<file path="src/rtl/acc_exec_stage.sv">
// acc_exec_stage: accumulator execute stage with ALU, branches, interrupt entry/return and an optional
// shift-add multiplier. Define ACC_EXEC_MUL_EN to build the multi-cycle MUL (opcode 13); otherwise opcode 13 is a NOP.
module acc_exec_stage #(
  parameter int DATA_W = 8,
  parameter int PC_W   = 8
) (
  input  logic              clk,
  input  logic              reset,
  input  logic              in_valid,
  output logic              in_ready,
  input  logic [4:0]        StageRegInstr_out,
  input  logic [2:0]        StageRegAddrMode_out,
  input  logic [DATA_W-1:0] StageRegData_out,
  input  logic [PC_W-1:0]   StageRegPCtr_out,
  input  logic              irq,
  input  logic [PC_W-1:0]   InteruptAdrReg,
  output logic [DATA_W-1:0] ACCout,
  output logic              coutRegout,
  output logic              zeroRegout,
  output logic              overflowRegout,
  output logic [PC_W-1:0]   NextPctr,
  output logic              StageComplete
);

  localparam logic [4:0] OP_LDA = 5'd1;
  localparam logic [4:0] OP_ADD = 5'd2;
  localparam logic [4:0] OP_SUB = 5'd3;
  localparam logic [4:0] OP_AND = 5'd4;
  localparam logic [4:0] OP_OR  = 5'd5;
  localparam logic [4:0] OP_XOR = 5'd6;
  localparam logic [4:0] OP_NOT = 5'd7;
  localparam logic [4:0] OP_SHL = 5'd8;
  localparam logic [4:0] OP_SHR = 5'd9;
  localparam logic [4:0] OP_JMP = 5'd10;
  localparam logic [4:0] OP_JZ  = 5'd11;
  localparam logic [4:0] OP_JC  = 5'd12;
  localparam logic [4:0] OP_RTI = 5'd14;

  function automatic logic add_ovf(input logic signed [DATA_W-1:0] a,
                                   input logic signed [DATA_W-1:0] b,
                                   input logic signed [DATA_W-1:0] s);
    return ((a < 0) == (b < 0)) && ((s < 0) != (a < 0));
  endfunction

  function automatic logic sub_ovf(input logic signed [DATA_W-1:0] a,
                                   input logic signed [DATA_W-1:0] b,
                                   input logic signed [DATA_W-1:0] d);
    return ((a < 0) != (b < 0)) && ((d < 0) != (a < 0));
  endfunction

  logic              w_accept;
  logic              w_done;
  logic              w_mul_done;
  logic [DATA_W:0]   w_sum;
  logic [DATA_W:0]   w_diff;
  logic [DATA_W-1:0] w_alu_acc;
  logic              w_alu_c;
  logic              w_alu_v;
  logic              w_alu_wr;
  logic              w_br_op;
  logic              w_br_cond;
  logic              w_is_rti;
  logic              w_is_mul;
  logic [PC_W-1:0]   w_pc_inc;
  logic signed [PC_W-1:0] w_off_sext;
  logic [PC_W-1:0]   w_tgt_abs;
  logic [PC_W-1:0]   w_tgt_rel;
  logic [PC_W-1:0]   w_pc_seq;
  logic              w_cmp;
  logic              w_wr;
  logic [PC_W-1:0]   w_cmp_npc;
  logic [DATA_W-1:0] w_res_acc;
  logic              w_res_c;
  logic              w_res_v;
  logic              w_take_irq;
  logic [PC_W-1:0]   r_epc;
  logic              r_ie;
  logic              r_pend;

  assign w_accept = in_valid & in_ready;
  assign w_done   = w_accept & ~w_is_mul;

  assign w_sum  = {1'b0, ACCout} + {1'b0, StageRegData_out};
  assign w_diff = {1'b0, ACCout} - {1'b0, StageRegData_out};

  always_comb begin
    w_alu_acc = ACCout;
    w_alu_c   = coutRegout;
    w_alu_v   = overflowRegout;
    w_alu_wr  = 1'b0;
    w_br_op   = 1'b0;
    w_br_cond = 1'b0;
    w_is_rti  = 1'b0;
    w_is_mul  = 1'b0;
    case (StageRegInstr_out)
      OP_LDA: begin
        w_alu_acc = StageRegData_out; w_alu_c = 1'b0; w_alu_v = 1'b0; w_alu_wr = 1'b1;
      end
      OP_ADD: begin
        w_alu_acc = w_sum[DATA_W-1:0];
        w_alu_c   = w_sum[DATA_W];
        w_alu_v   = add_ovf(ACCout, StageRegData_out, w_sum[DATA_W-1:0]);
        w_alu_wr  = 1'b1;
      end
      OP_SUB: begin
        w_alu_acc = w_diff[DATA_W-1:0];
        w_alu_c   = w_diff[DATA_W];
        w_alu_v   = sub_ovf(ACCout, StageRegData_out, w_diff[DATA_W-1:0]);
        w_alu_wr  = 1'b1;
      end
      OP_AND: begin
        w_alu_acc = ACCout & StageRegData_out; w_alu_c = 1'b0; w_alu_v = 1'b0; w_alu_wr = 1'b1;
      end
      OP_OR: begin
        w_alu_acc = ACCout | StageRegData_out; w_alu_c = 1'b0; w_alu_v = 1'b0; w_alu_wr = 1'b1;
      end
      OP_XOR: begin
        w_alu_acc = ACCout ^ StageRegData_out; w_alu_c = 1'b0; w_alu_v = 1'b0; w_alu_wr = 1'b1;
      end
      OP_NOT: begin
        w_alu_acc = ~ACCout; w_alu_c = 1'b0; w_alu_v = 1'b0; w_alu_wr = 1'b1;
      end
      OP_SHL: begin
        w_alu_acc = ACCout << 1; w_alu_c = ACCout[DATA_W-1]; w_alu_v = 1'b0; w_alu_wr = 1'b1;
      end
      OP_SHR: begin
        w_alu_acc = ACCout >> 1; w_alu_c = ACCout[0]; w_alu_v = 1'b0; w_alu_wr = 1'b1;
      end
      OP_JMP: begin w_br_op = 1'b1; w_br_cond = 1'b1;       end
      OP_JZ:  begin w_br_op = 1'b1; w_br_cond = zeroRegout; end
      OP_JC:  begin w_br_op = 1'b1; w_br_cond = coutRegout; end
      OP_RTI: w_is_rti = 1'b1;
`ifdef ACC_EXEC_MUL_EN
      5'd13:  w_is_mul = 1'b1;
`endif
      default: ;
    endcase
  end

  // Branch targets: absolute operand or PC-relative signed offset, both wrapping at 2^PC_W.
  assign w_pc_inc   = StageRegPCtr_out + 1'b1;
  assign w_off_sext = PC_W'(signed'(StageRegData_out));
  assign w_tgt_abs  = PC_W'(StageRegData_out);
  assign w_tgt_rel  = w_pc_inc + $unsigned(w_off_sext);

  always_comb begin
    w_pc_seq = w_pc_inc;
    if (w_is_rti) begin
      w_pc_seq = r_epc;
    end else if (w_br_op && w_br_cond) begin
      if (StageRegAddrMode_out == 3'd0)      w_pc_seq = w_tgt_abs;
      else if (StageRegAddrMode_out == 3'd1) w_pc_seq = w_tgt_rel;
    end
  end

`ifdef ACC_EXEC_MUL_EN
  localparam int PROD_W = 2 * DATA_W;
  localparam int CNT_W  = $clog2(DATA_W);
  localparam logic [CNT_W-1:0] CNT_LAST = CNT_W'(DATA_W - 1);

  typedef enum logic {S_IDLE, S_MUL} state_t;
  state_t            r_state;
  state_t            w_state_nx;
  logic [CNT_W-1:0]  r_cnt;
  logic [PROD_W-1:0] r_mcand;
  logic [DATA_W-1:0] r_mplier;
  logic [PROD_W-1:0] r_prod;
  logic [PC_W-1:0]   r_mul_npc;
  logic [PROD_W-1:0] w_prod_step;

  assign in_ready    = (r_state == S_IDLE);
  assign w_mul_done  = (r_state == S_MUL) && (r_cnt == CNT_LAST);
  assign w_prod_step = r_mplier[0] ? (r_prod + r_mcand) : r_prod;

  always_ff @(posedge clk or posedge reset) begin
    if (reset) begin
      r_state <= S_IDLE;
      r_cnt   <= '0;
    end else begin
      r_state <= w_state_nx;
      if (r_state == S_MUL) r_cnt <= r_cnt + 1'b1;
      else                  r_cnt <= '0;
    end
  end

  always_comb begin
    w_state_nx = r_state;
    case (r_state)
      S_IDLE:  if (w_accept && w_is_mul) w_state_nx = S_MUL;
      S_MUL:   if (r_cnt == CNT_LAST)    w_state_nx = S_IDLE;
      default: w_state_nx = S_IDLE;
    endcase
  end

  // Shift-add datapath: one multiplier bit consumed per MUL cycle.
  always_ff @(posedge clk) begin
    if (w_accept && w_is_mul) begin
      r_mcand   <= PROD_W'(ACCout);
      r_mplier  <= StageRegData_out;
      r_prod    <= '0;
      r_mul_npc <= w_pc_inc;
    end else if (r_state == S_MUL) begin
      r_prod   <= w_prod_step;
      r_mcand  <= r_mcand << 1;
      r_mplier <= r_mplier >> 1;
    end
  end
`else
  assign in_ready   = 1'b1;
  assign w_mul_done = 1'b0;
`endif

  always_comb begin
    w_cmp     = w_done;
    w_wr      = w_done & w_alu_wr;
    w_cmp_npc = w_pc_seq;
    w_res_acc = w_alu_acc;
    w_res_c   = w_alu_c;
    w_res_v   = w_alu_v;
`ifdef ACC_EXEC_MUL_EN
    if (w_mul_done) begin
      w_cmp     = 1'b1;
      w_wr      = 1'b1;
      w_cmp_npc = r_mul_npc;
      w_res_acc = w_prod_step[DATA_W-1:0];
      w_res_c   = |w_prod_step[PROD_W-1:DATA_W];
      w_res_v   = 1'b0;
    end
`endif
  end

  // A raw irq in the completing cycle counts as pending; RTI completion never vectors.
  assign w_take_irq = w_cmp & ~(w_done & w_is_rti) & (r_pend | irq) & r_ie;

  always_ff @(posedge clk or posedge reset) begin
    if (reset) begin
      ACCout         <= '0;
      coutRegout     <= 1'b0;
      zeroRegout     <= 1'b0;
      overflowRegout <= 1'b0;
      NextPctr       <= '0;
      StageComplete  <= 1'b0;
      r_epc          <= '0;
      r_ie           <= 1'b1;
      r_pend         <= 1'b0;
    end else begin
      StageComplete <= w_cmp;
      r_pend        <= w_take_irq ? 1'b0 : (r_pend | irq);
      if (w_cmp) begin
        NextPctr <= w_take_irq ? InteruptAdrReg : w_cmp_npc;
        if (w_take_irq) begin
          r_epc <= w_cmp_npc;
          r_ie  <= 1'b0;
        end else if (w_done && w_is_rti) begin
          r_ie <= 1'b1;
        end
      end
      if (w_wr) begin
        ACCout         <= w_res_acc;
        coutRegout     <= w_res_c;
        overflowRegout <= w_res_v;
        zeroRegout     <= (w_res_acc == '0);
      end
    end
  end

endmodule

</file>
<file path="config.mk">
export PLATFORM = sky130hd
export DESIGN_NAME = acc_exec_stage
export DESIGN_NICKNAME = d
export VERILOG_FILES = /design/src/rtl/acc_exec_stage.sv
export SDC_FILE = /design/constraint.sdc
export NUM_CORES = 1
export LEC_CHECK = 0
export CAP_MARGIN = 20
export CORE_AREA = 2 2 89 91
export DETAILED_ROUTE_END_ITERATION = 16
export DIE_AREA = 0 0 91 93
export PLACE_DENSITY = 0.74
export SYNTH_ARGS = -nofsm -noshare
export SYNTH_HDL_FRONTEND = slang
export SYNTH_SLANG_ARGS = --single-unit
</file>
<file path="constraint.sdc">
create_clock -name clk -period 2.9 [get_ports clk]
set_input_delay 0.725 -clock clk [delete_from_list [all_inputs] [get_ports clk]]
set_output_delay 0.725 -clock clk [all_outputs]
set_load 0.1 [all_outputs]
</file>
# After elaboration in Yosys (flattened, before gate mapping)
# Index checks and enable logic that the tools add are counted.
# Widths: inputs -> output; s select.
# classes
muxes	15
n_eq_ne	18
order_cmp	4
addsub	4
bitwise	11
n_reduce_logical	17
# ops
op	count
$pmux 8 s9	1
$mux 8	5
$lt 8x1->1 const B	4
$eq 5x4->1 const B	6
$eq 5x3->1 const B	4
$eq 5x2->1 const B	2
$add 8x8->9	1
$reduce_or 9->1	1
$sub 8x8->9	1
$add 8x1->8 const B	1
$add 8x8->8	1
$and 8x8->8	1
$logic_not 8->1	1
$not 8->8	1
$or 8x8->8	1
$reduce_and 2->1	4
$xor 8x8->8	1
$reduce_or 7->1	1
$mux 1	6
$pmux 1 s3	2
$and 1x1->1	5
$eq 5x1->1 const B	1
$pmux 1 s5	1
$reduce_bool 5->1	1
other kinds (11)	16
# totals
register_bits	30
output_inout_bits	21
wordCells	78
in_bits	36

# Depth between registers and ports, before layout
# Gate-level depths: netlist of run 1.
# logic_depth
word_depth	9
ltp_mapped	12
mapped_depth_nobuf	12

# Least setup slack after synthesis of run 1
# Ideal clock, no wire load.
# synth_timing
path_kind	register -> register
from	reg ACCout[0]
to	reg zeroRegout
setup_slack_ns	-0.528
t_arrival_ns	3.324
synth_period_minus_slack_ns	3.428
setup_ns	0.103
stages_incl_launch_ff	12
n_path_buf	0
required_time_ns	2.797
path_cell_list	dfrtp_1 inv_1 ha_1 inv_1 fa_1 nor2b_1 o31ai_1 a221o_1 a2111oi_0 nand2_1 or4_1 o41ai_2
# synth_between
elab_chain_cells	3
elab_cells_between_ends	8
classes_between	add/sub: 2; mux: 1; bitwise: 4; reduce/logical: 1
# synth_lines
element	line	text
start, declared	17	output logic [DATA_W-1:0] ACCout,
start signal, assigned	259	ACCout <= w_res_acc;
$sub 8x8->9, or another cell as far along	84	assign w_diff = {1'b0, ACCout} - {1'b0, StageRegData_out};
$pmux 8 s9 (*)	95	case (StageRegInstr_out)
$logic_not 8->1 (*)	262	zeroRegout <= (w_res_acc == '0);
end signal, assigned	262	
end, declared	19	output logic zeroRegout,
# Every way passes the cells marked *; elsewhere a longest branch is shown, timed or not.
# A chain may end at the register's enable or synchronous reset.

# Worst setup path after layout of run 1
# layout_timing
from	in StageRegData_out[0]
to	reg zeroRegout
# layout_between
elab_chain_cells	3
elab_cells_between_ends	7
classes_between	add/sub: 2; mux: 1; bitwise: 3; reduce/logical: 1
# layout_lines
element	line	text
start, declared	13	input logic [DATA_W-1:0] StageRegData_out,
$sub 8x8->9, or another cell as far along	84	
$pmux 8 s9 (*)	95	
$logic_not 8->1 (*)	262	
# Marked as above.

==> impl_metrics.env, run 1 <==
export IMPL_dieArea_um2=8460
export IMPL_synth_edf_count=0
export IMPL_synthFlopType="dfrtp_1"
export IMPL_syn_inst=441
export IMPL_vias_per_cell=5.72
export IMPL_syn2layout_area_growth_pct=55.5
export IMPL_hpwl_um=10200
export IMPL_synth_most_common_cell="nand2_1"
export IMPL_netlist_cell_type_count=61
export IMPL_dp_cells=690
export IMPL_hold_viol_final=0
export IMPL_pwr_share_seq_pct=19.4
export IMPL_cp_start_kind="input pin"
export IMPL_max_freq_mhz=335
export IMPL_cts_clk_slew_worst_paths_ns=0.06
export IMPL_slew_viol_final=0
export IMPL_io_pins=57
export IMPL_max_stage_delay_ns=0.43
export IMPL_setup_slack_ns=-0.0836
export IMPL_p_sw_uw=1620
export IMPL_cts_buffers=5
export IMPL_p_comb_share_pct=70.3
export IMPL_violations="negative setup slack"
export IMPL_ys_async_sr_fraction_pct=100
export IMPL_path_max_fanout=3
export IMPL_netSwitchingFraction_pct=50.0
export IMPL_layout_nets=673
export IMPL_syn_area_um2=3400
export IMPL_clock_sinks=30
export IMPL_htreeDepth=2
export IMPL_num_fill_cells=651
export IMPL_slew_headroom_pct=45.5
export IMPL_syn_nets=514
export IMPL_port_buffers=55
export IMPL_worst_slew_pin_slew_ns=0.807
export IMPL_internal_power_uw=1620
export IMPL_grt_overflow=0
export IMPL_final_cells=703
export IMPL_yosysTopAreaCellShare_pct=21.3
export IMPL_firstDrtPassIters=5
export IMPL_ys_top_cells_by_count="nand2_1 (45), nor2_1 (35), ha_1 (34), inv_1 (34), o21ai_0 (33)"
export IMPL_rows=32
export IMPL_finalClockSkew_ns=0.00692
export IMPL_avgSynthCellArea_um2=7.72
export IMPL_grt_pass1_vias=4197
export IMPL_track_usage_pct=30.6
export IMPL_crit_type="input pin to register"
export IMPL_ant_nets=0
export IMPL_ir_worst_vdd_uv=276
export IMPL_synth_area_leaders="dfrtp_1 (21%), ha_1 (13%), nand2_1 (5.0%)"
export IMPL_grt_antenna_before_repair=0
export IMPL_fin_crit_ns=2.98
export IMPL_grt_max_degree=21
export IMPL_grt_pass1_wl_um=20600
export IMPL_rsz0062_at_grt="true"
export IMPL_finalWirelength_um=12800
export IMPL_drive_gt1_share_pct=37.4
export IMPL_path_cells="buf_4 > ha_4 > inv_2 > fa_2 > nor2b_4 > o31ai_4 > o221ai_2 > a2111oi_4 > nand2_1 > or4_4 > o41ai_2"
export IMPL_root_buffer="clkbuf_8"
export IMPL_p_total_uw=3240
export IMPL_start_util_pct=45.2
export IMPL_hold_path_class="register to register"
export IMPL_cts_tree="yes"
export IMPL_drc=0
export IMPL_maxCapViolations=0
export IMPL_setup_viol=1
export IMPL_gp_congestion=0.961
export IMPL_initialDrtViolationCount=254
export IMPL_power_density_nw_per_um2=612
export IMPL_diodes=0
export IMPL_clock_latency_ns=0.28
export IMPL_num_vias=4021
export IMPL_end_kind="register"
export IMPL_synth_top_area_cell="dfrtp_1"
export IMPL_crit_slowest_cell="or4_4"
export IMPL_cp_required_ns=3.08
export IMPL_ys_ff_latch=30
export IMPL_ys_seq_area_share_pct=22.1
export IMPL_p_leak_uw=0.00238
export IMPL_post_route_period_util_pct=103
export IMPL_die_w_um=91
export IMPL_arrival_ns=3.16
export IMPL_clockBufferDepth=2
export IMPL_dieHeight_um=93
export IMPL_wl_per_cell_um=18.2
export IMPL_coreArea_um2=7530
export IMPL_clockPowerShare_pct=10.2
export IMPL_synth_warnings=0
export IMPL_status="complete, but fails checks"
==> logic make-up (layout without fill, tap and decap cells) <==
| logic type | count (synthesis) | count (layout) | synth area share [%] |
|---|---|---|---|
| compound gates | 139 | 139 | 28.3 |
| xor+xnor | 11 | 11 | 2.83 |
| fa+ha+maj | 37 | 37 | 14.3 |
| buf+inv | 57 | 217 | 6.84 |
| flops | 30 | 30 | 22.1 |
| mux | 9 | 9 | 2.76 |
| other cells | 1 | 1 | 0.110 |
| simple gates | 157 | 157 | 22.8 |
==> repair_timing <==
action | CTS | global route
setup buffers | 2 | 3
resized for setup | 71 | 20
cloned | 0 | 0
pin swaps | 24 | 14
hold buffers | 0 | 0
setup endpoints to repair | 13 | 9
==> worst paths after layout <==
kind                                       start                          to  slack (ns)  depth (start not counted)
min in group asynchronous                  reset  overflowRegout$_DFFE_PP0P_        0.75                          2
max in group asynchronous                  reset            r_ie$_DFFE_PP1P_        1.46                          3
hold reg to reg             r_epc[1]$_DFFE_PP0P_        r_epc[1]$_DFFE_PP0P_        0.48                          2
hold / removal              r_epc[1]$_DFFE_PP0P_        r_epc[1]$_DFFE_PP0P_        0.48                          2
setup / recovery             StageRegData_out[0]      zeroRegout$_DFFE_PP0P_       -0.08                         11
setup reg to reg           ACCout[0]$_DFFE_PP0P_      zeroRegout$_DFFE_PP0P_       -0.08                         11
==> metal layers <==
layer / up-vias / global-route usage, % / wire (um)
met5: - / 0 / 0
met4: 0 / 11.2 / 465
met3: 33 / 4.67 / 626
met2: 144 / 54.7 / 6320
met1: 1916 / 37.4 / 5360
li1: 1928 / - / -
==> cells in the final DEF, fill, tap and decap left out, drive strengths merged, types with 5 or more instances in the layout <==
cell type / n
buf: 141
nand2: 45
nor2: 35
inv: 34
ha: 34
o21ai: 33
dfrtp: 29
a21oi: 26
clkdlybuf4s50: 21
nand3: 17
dlygate4sd2: 10
nor3: 9
o2111ai: 9
o21bai: 8
xnor2: 8
a221o: 7
clkbuf: 7
o22ai: 6
mux2i: 6
nor2b: 6
and2: 6
nand2b: 6
nand4: 5
o211ai: 5
and3: 5
a211oi: 5
==> through the flow <==
stage	setup TNS [ns]	area, um^2	hold slack (ns)	setup WS (ns)	utilization, %
3_3_place_gp	-7.34	4820	0.456	-0.877	64.0
2_1_floorplan	-0.0988	3420	0.443	-0.0988	-
3_5_place_dp	-8.17	4820	0.466	-0.911	64.0
6_report	-0.0836	5290	0.476	-0.0836	70.3
4_1_cts	-0.112	5210	0.480	-0.112	69.3
5_1_grt	-0.203	5290	0.505	-0.198	70.3
==> power by group through the flow <==
stage / clock (uW) / combinational [uW] / sequential, uW
finish: 331 / 2280 / 629
global route: 356 / 2420 / 638
CTS: 333 / 2210 / 624
detailed placement: 0 / 2010 / 626
global placement: 0 / 1990 / 621
floorplan: 0 / 751 / 1090
==> flip-flops by register name, indices dropped and copies added (netlist names) <==
name and count:
zeroRegout 1, r_ie 1, StageComplete 1, r_epc 8, r_pend 1, overflowRegout 1
coutRegout 1, NextPctr 8, ACCout 8
==> final cells by class <==
type                            instances  area (um^2)  area share [%]
Clock buffer                            6         72.6            1.37
Clock inverter                          2         10.0           0.189
Inverter                               34          130            2.46
Multi-Input combinational cell        354         2780            52.6
Sequential cell                        30          762            14.4
Tap cell                              102          128            2.41
Timing Repair Buffer                  175         1410            26.6
==> critical path, delay by kind of cell <==
family / cells / cell delay, ns
compound gates: 4 / 1.09
fa+ha+maj: 2 / 0.48
buf+inv: 2 / 0.15
simple gates: 3 / 0.71
Power figures use the tool's default switching activity.
==> inputs of run 2 (changes only) <==
GPL_ROUTABILITY_DRIVEN = 0   (was default)
PLACE_DENSITY = 0.71   (was 0.74)
clock period = 3.33 ns   (was 2.9 ns; I/O delays follow)
==> impl_metrics.env, run 2 (synthesized netlist as in run 1, its figures left out) <==
export IMPL_ff_latch_area_um2=754
export IMPL_drive_gt1_share_pct=24.8
export IMPL_cp_start_kind="input pin"
export IMPL_hold_viol_final=0
export IMPL_mostFrequentLayoutCells="buf_4 (103), nand2_1 (45), nor2_1 (35)"
export IMPL_grt_pass1_wl_um=18600
export IMPL_post_route_period_util_pct=99.6
export IMPL_slew_headroom_pct=57.3
export IMPL_max_freq_mhz=302
export IMPL_rsz0062_at_grt="true"
export IMPL_p_leak_uw=0.00215
export IMPL_finalWirelength_um=11500
export IMPL_cts_buffers=5
export IMPL_start_util_pct=45.2
export IMPL_dp_cells=657
export IMPL_wl_per_cell_um=17.2
export IMPL_root_buffer="clkbuf_8"
export IMPL_coreArea_um2=7530
export IMPL_ant_nets=0
export IMPL_clockBufferDepth=2
export IMPL_power_density_nw_per_um2=552
export IMPL_initialDrtViolationCount=392
export IMPL_biggestRegsByFlops="ACCout (8), NextPctr (8), r_epc (8)"
export IMPL_die_w_um=91
export IMPL_crit_type="input pin to register"
export IMPL_port_buffers=55
export IMPL_finalClockSkew_ns=0.00782
export IMPL_status="complete, no violations"
export IMPL_io_pins=57
export IMPL_maxCapViolations=0
export IMPL_vias_per_cell=5.88
export IMPL_num_vias=3917
export IMPL_grt_antenna_before_repair=0
export IMPL_multiInputGateArea_um2=2540
export IMPL_whs_ns=0.480
export IMPL_layout_nets=636
export IMPL_firstDrtPassIters=5
export IMPL_fin_crit_ns=3.32
export IMPL_drc=0
export IMPL_grt_max_degree=31
export IMPL_num_fill_cells=686
export IMPL_dieHeight_um=93
export IMPL_layout_commonest_cell="buf_4"
export IMPL_clock_sinks=30
export IMPL_htreeDepth=2
export IMPL_cp_required_ns=3.52
export IMPL_syn2layout_area_growth_pct=40.6
export IMPL_dieArea_um2=8460
export IMPL_rows=32
export IMPL_ir_worst_vdd_uv=272
export IMPL_clock_latency_ns=0.28
export IMPL_arrival_ns=3.51
export IMPL_track_usage_pct=27.3
export IMPL_setup_viol=0
export IMPL_cts_clk_slew_worst_paths_ns=0.07
export IMPL_hold_path_class="register to register"
export IMPL_end_kind="register"
export IMPL_cts_tree="yes"
export IMPL_final_cells=666
export IMPL_diodes=0
export IMPL_worst_slew_pin_slew_ns=0.638
export IMPL_path_max_fanout=3
export IMPL_grt_pass1_vias=3828
export IMPL_hpwl_um=9160
export IMPL_slew_viol_final=0
export IMPL_grt_overflow=0
run 2: layout make-up:
class	count	area share, %
Clock buffer	6	1.52
Tap cell	102	2.67
Timing Repair Buffer	138	23.5
Sequential cell	30	15.8
Inverter	34	2.67
Multi-Input combinational cell	354	53.1
Clock inverter	2	0.785
run 2: what timing repair did:
item,CTS,global route
gates resized for setup,11,12
endpoints found under the setup margin,1,4
pin swaps,3,1
endpoints found under the hold margin,0,0
hold buffers,0,0
buffers inserted,1,0
run 2: where the power goes:
group	leakage (uW)	total [uW]	internal [uW]	switching (uW)
registers	0.000364	550	448	102
clock network	0.0000514	364	223	141
logic	0.00173	1730	658	1070
run 2: worst paths after layout:
kind	from	depth (start not counted)	slack, ns	endpoint
max	StageRegData_out[2]	11	0.01	zeroRegout$_DFFE_PP0P_
min	r_epc[1]$_DFFE_PP0P_	2	0.48	r_epc[1]$_DFFE_PP0P_
max reg2reg	ACCout[0]$_DFFE_PP0P_	12	0.34	zeroRegout$_DFFE_PP0P_
min reg2reg	r_epc[1]$_DFFE_PP0P_	2	0.48	r_epc[1]$_DFFE_PP0P_
max in group asynchronous	reset	3	2.08	r_ie$_DFFE_PP1P_
min in group asynchronous	reset	3	0.93	ACCout[5]$_DFFE_PP0P_
run 2: per-layer routing:
metal	vias up	global-route usage, %	routed length, um
li1	1851	-	-
met1	1821	34.7	4630
met2	190	44.8	5280
met3	55	4.51	864
met4	0	14.5	691
met5	-	0	0
run 2: critical path, cell delays in order:
cell and delay (ns):
clkdlybuf4s50_1 0.50, inv_1 0.10, ha_4 0.26, nor2b_2 0.19
o31ai_4 0.10, a221o_1 0.39, a2111oi_4 0.30, buf_4 0.17
nand2_1 0.04, or4_1 0.42, o41ai_2 0.20
run 2: stage by stage:
step	worst slack (ns)	setup TNS (ns)	utilization, %	cell area, um^2	power (uW)
CTS	0.0274	0	62.4	4690	2560
detailed placement	-0.678	-1.66	60.4	4540	2160
finish	0.0134	0	63.5	4780	2640
global route	-0.0464	-0.0464	63.5	4780	2800
global placement	-0.565	-0.984	60.4	4540	2130
floorplan	0.0481	0	-	3410	1590
==> inputs of run 3 (changes only) <==
CORE_AREA = 3 3 90 92   (was 2 2 89 91)
DIE_AREA = 0 0 93 95   (was 0 0 91 93)
==> impl_metrics.env, run 3 (synthesized netlist as in run 1, its figures left out) <==
export IMPL_arrival_ns=3.43
export IMPL_coreArea_um2=7290
export IMPL_htreeDepth=2
export IMPL_crit_type="input pin to register"
export IMPL_cts_clk_slew_worst_paths_ns=0.06
export IMPL_grt_pass1_wl_um=18500
export IMPL_design_area_um2=4770
export IMPL_diodes=0
export IMPL_ir_worst_vdd_uv=239
export IMPL_setup_viol=0
export IMPL_grt_pass1_vias=3880
export IMPL_status="complete, no violations"
export IMPL_num_vias=3975
export IMPL_r2r_end="zeroRegout$_DFFE_PP0P_"
export IMPL_hold_viol_final=0
export IMPL_io_pins=57
export IMPL_dieHeight_um=95
export IMPL_cts_tree="yes"
export IMPL_path_max_fanout=4
export IMPL_min_from="r_pend$_DFF_PP0_"
export IMPL_clockBufferDepth=2
export IMPL_vias_per_cell=5.96
export IMPL_start_util_pct=46.7
export IMPL_power_density_nw_per_um2=542
export IMPL_syn2layout_area_growth_pct=40.0
export IMPL_grt_max_degree=31
export IMPL_cp_start_kind="input pin"
export IMPL_hpwl_um=9330
export IMPL_rsz0062_at_grt="true"
export IMPL_port_buffers=55
export IMPL_finalWirelength_um=11800
export IMPL_root_buffer="clkbuf_8"
export IMPL_layout_nets=640
export IMPL_max_stage_delay_ns=0.56
export IMPL_slew_headroom_pct=61.1
export IMPL_drive_gt1_share_pct=25.7
export IMPL_cts_buffers=5
export IMPL_biggestRegsByFlops="ACCout (8), NextPctr (8), r_epc (8)"
export IMPL_post_route_period_util_pct=97.5
export IMPL_layout_commonest_cell="buf_4"
export IMPL_r2r_setup_slack_ns=0.17
export IMPL_end_kind="register"
export IMPL_clock_latency_ns=0.28
export IMPL_maxCapViolations=0
export IMPL_p_leak_uw=0.00220
export IMPL_track_usage_pct=26.7
export IMPL_dieArea_um2=8840
export IMPL_reg2reg_from="ACCout[0]$_DFFE_PP0P_"
export IMPL_firstDrtPassIters=5
export IMPL_hold_path_class="register to register"
export IMPL_hold_buffers=0
export IMPL_initialDrtViolationCount=395
export IMPL_path_cells="clkdlybuf4s50_1 > nor2b_1 > and2_1 > a22oi_2 > o2111ai_1 > or4b_1 > or4_4 > o41ai_2"
export IMPL_drc=0
export IMPL_fin_crit_ns=3.25
export IMPL_place_area_um2=4570
export IMPL_startpoint="StageRegInstr_out[3]"
export IMPL_mostFrequentLayoutCells="buf_4 (107), nand2_1 (44), nor2_1 (34)"
export IMPL_dp_slack_ns=-0.619
export IMPL_min_to="r_pend$_DFF_PP0_"
export IMPL_grt_overflow=0
export IMPL_hold_depth=1
export IMPL_grt_antenna_before_repair=0
export IMPL_finalClockSkew_ns=0.00353
export IMPL_wl_per_cell_um=17.6
export IMPL_ant_nets=0
export IMPL_setup_slack_ns=0.0834
export IMPL_die_w_um=93
export IMPL_r2r_worst_path_cells=12
export IMPL_clock_sinks=30
export IMPL_slew_viol_final=0
export IMPL_rows=31
export IMPL_crit_slowest_cell="or4b_1"
export IMPL_worst_slew_pin_slew_ns=0.576
export IMPL_cp_required_ns=3.52
export IMPL_max_freq_mhz=308
run 3: cell count changes in the layout (fill, tap and decap cells not counted), moves of 2 or more:
cell             delta
inv_2               +2
inv_1               -2
buf_4               +4
a211oi_1            -2
clkdlybuf4s50_1     -5
dlymetal6s2s_1      +5
a21oi_1             +2
a21oi_2             -2
a211oi_2            +2
clkinv_2            +2
run 3: worst max-delay path by stage:
stage	end	slack, ns	depth (start not counted)
after floorplan	zeroRegout$_DFFE_PP0P_	0.05	9
after global placement	zeroRegout$_DFFE_PP0P_	-0.54	12
after detailed placement	zeroRegout$_DFFE_PP0P_	-0.62	12
after CTS	zeroRegout$_DFFE_PP0P_	0.04	12
after global routing	zeroRegout$_DFFE_PP0P_	-0.02	11
final	zeroRegout$_DFFE_PP0P_	0.08	8
run 3: what timing repair did:
action,4_1_cts,5_1_grt
gates resized for setup,10,21
pin swaps,3,3
endpoints found under the setup margin,1,5
setup buffers,1,0
run 3: through the flow:
| step | hold slack, ns | total power, uW | cells | util [%] | TNS [ns] |
|---|---|---|---|---|---|
| 2_1_floorplan | 0.443 | 1590 | 441 | - | 0 |
| 3_3_place_gp | 0.457 | 2160 | 658 | 62.7 | -1.06 |
| 3_5_place_dp | 0.471 | 2200 | 658 | 62.7 | -1.83 |
| 4_1_cts | 0.483 | 2500 | 667 | 64.2 | 0 |
| 5_1_grt | 0.507 | 2740 | 667 | 65.4 | -0.0312 |
| 6_report | 0.481 | 2580 | 667 | 65.4 | 0 |
run 3: cell type report:
class	count	area, um^2
Fill cell	651	2530
Clock inverter	2	10.0
Inverter	34	128
Clock buffer	6	72.6
Tap cell	99	124
Multi-Input combinational cell	354	2520
Timing Repair Buffer	142	1160
Sequential cell	30	754
run 3: report_power, final:
group          internal, uW  switching [uW]  total (uW)
combinational           664            1070        1730
clock                   144             137         281
sequential              448             126         573
total                  1260            1330        2580
run 3: critical path, delay by kind of cell:
kind                   cells  cell delay [ns]
AOI/OAI and AO/OA          3             0.65
and+or+nand+nor            4             1.44
buffers and inverters      1             0.50
run 3: layer usage:
layer,part of all wire (%),global-route usage (%),up-vias
met5,0,0,-
met4,4.6,12.9,0
met3,7.4,4.14,54
met2,47,46.3,202
met1,41,32.3,1854
li1,-,-,1865
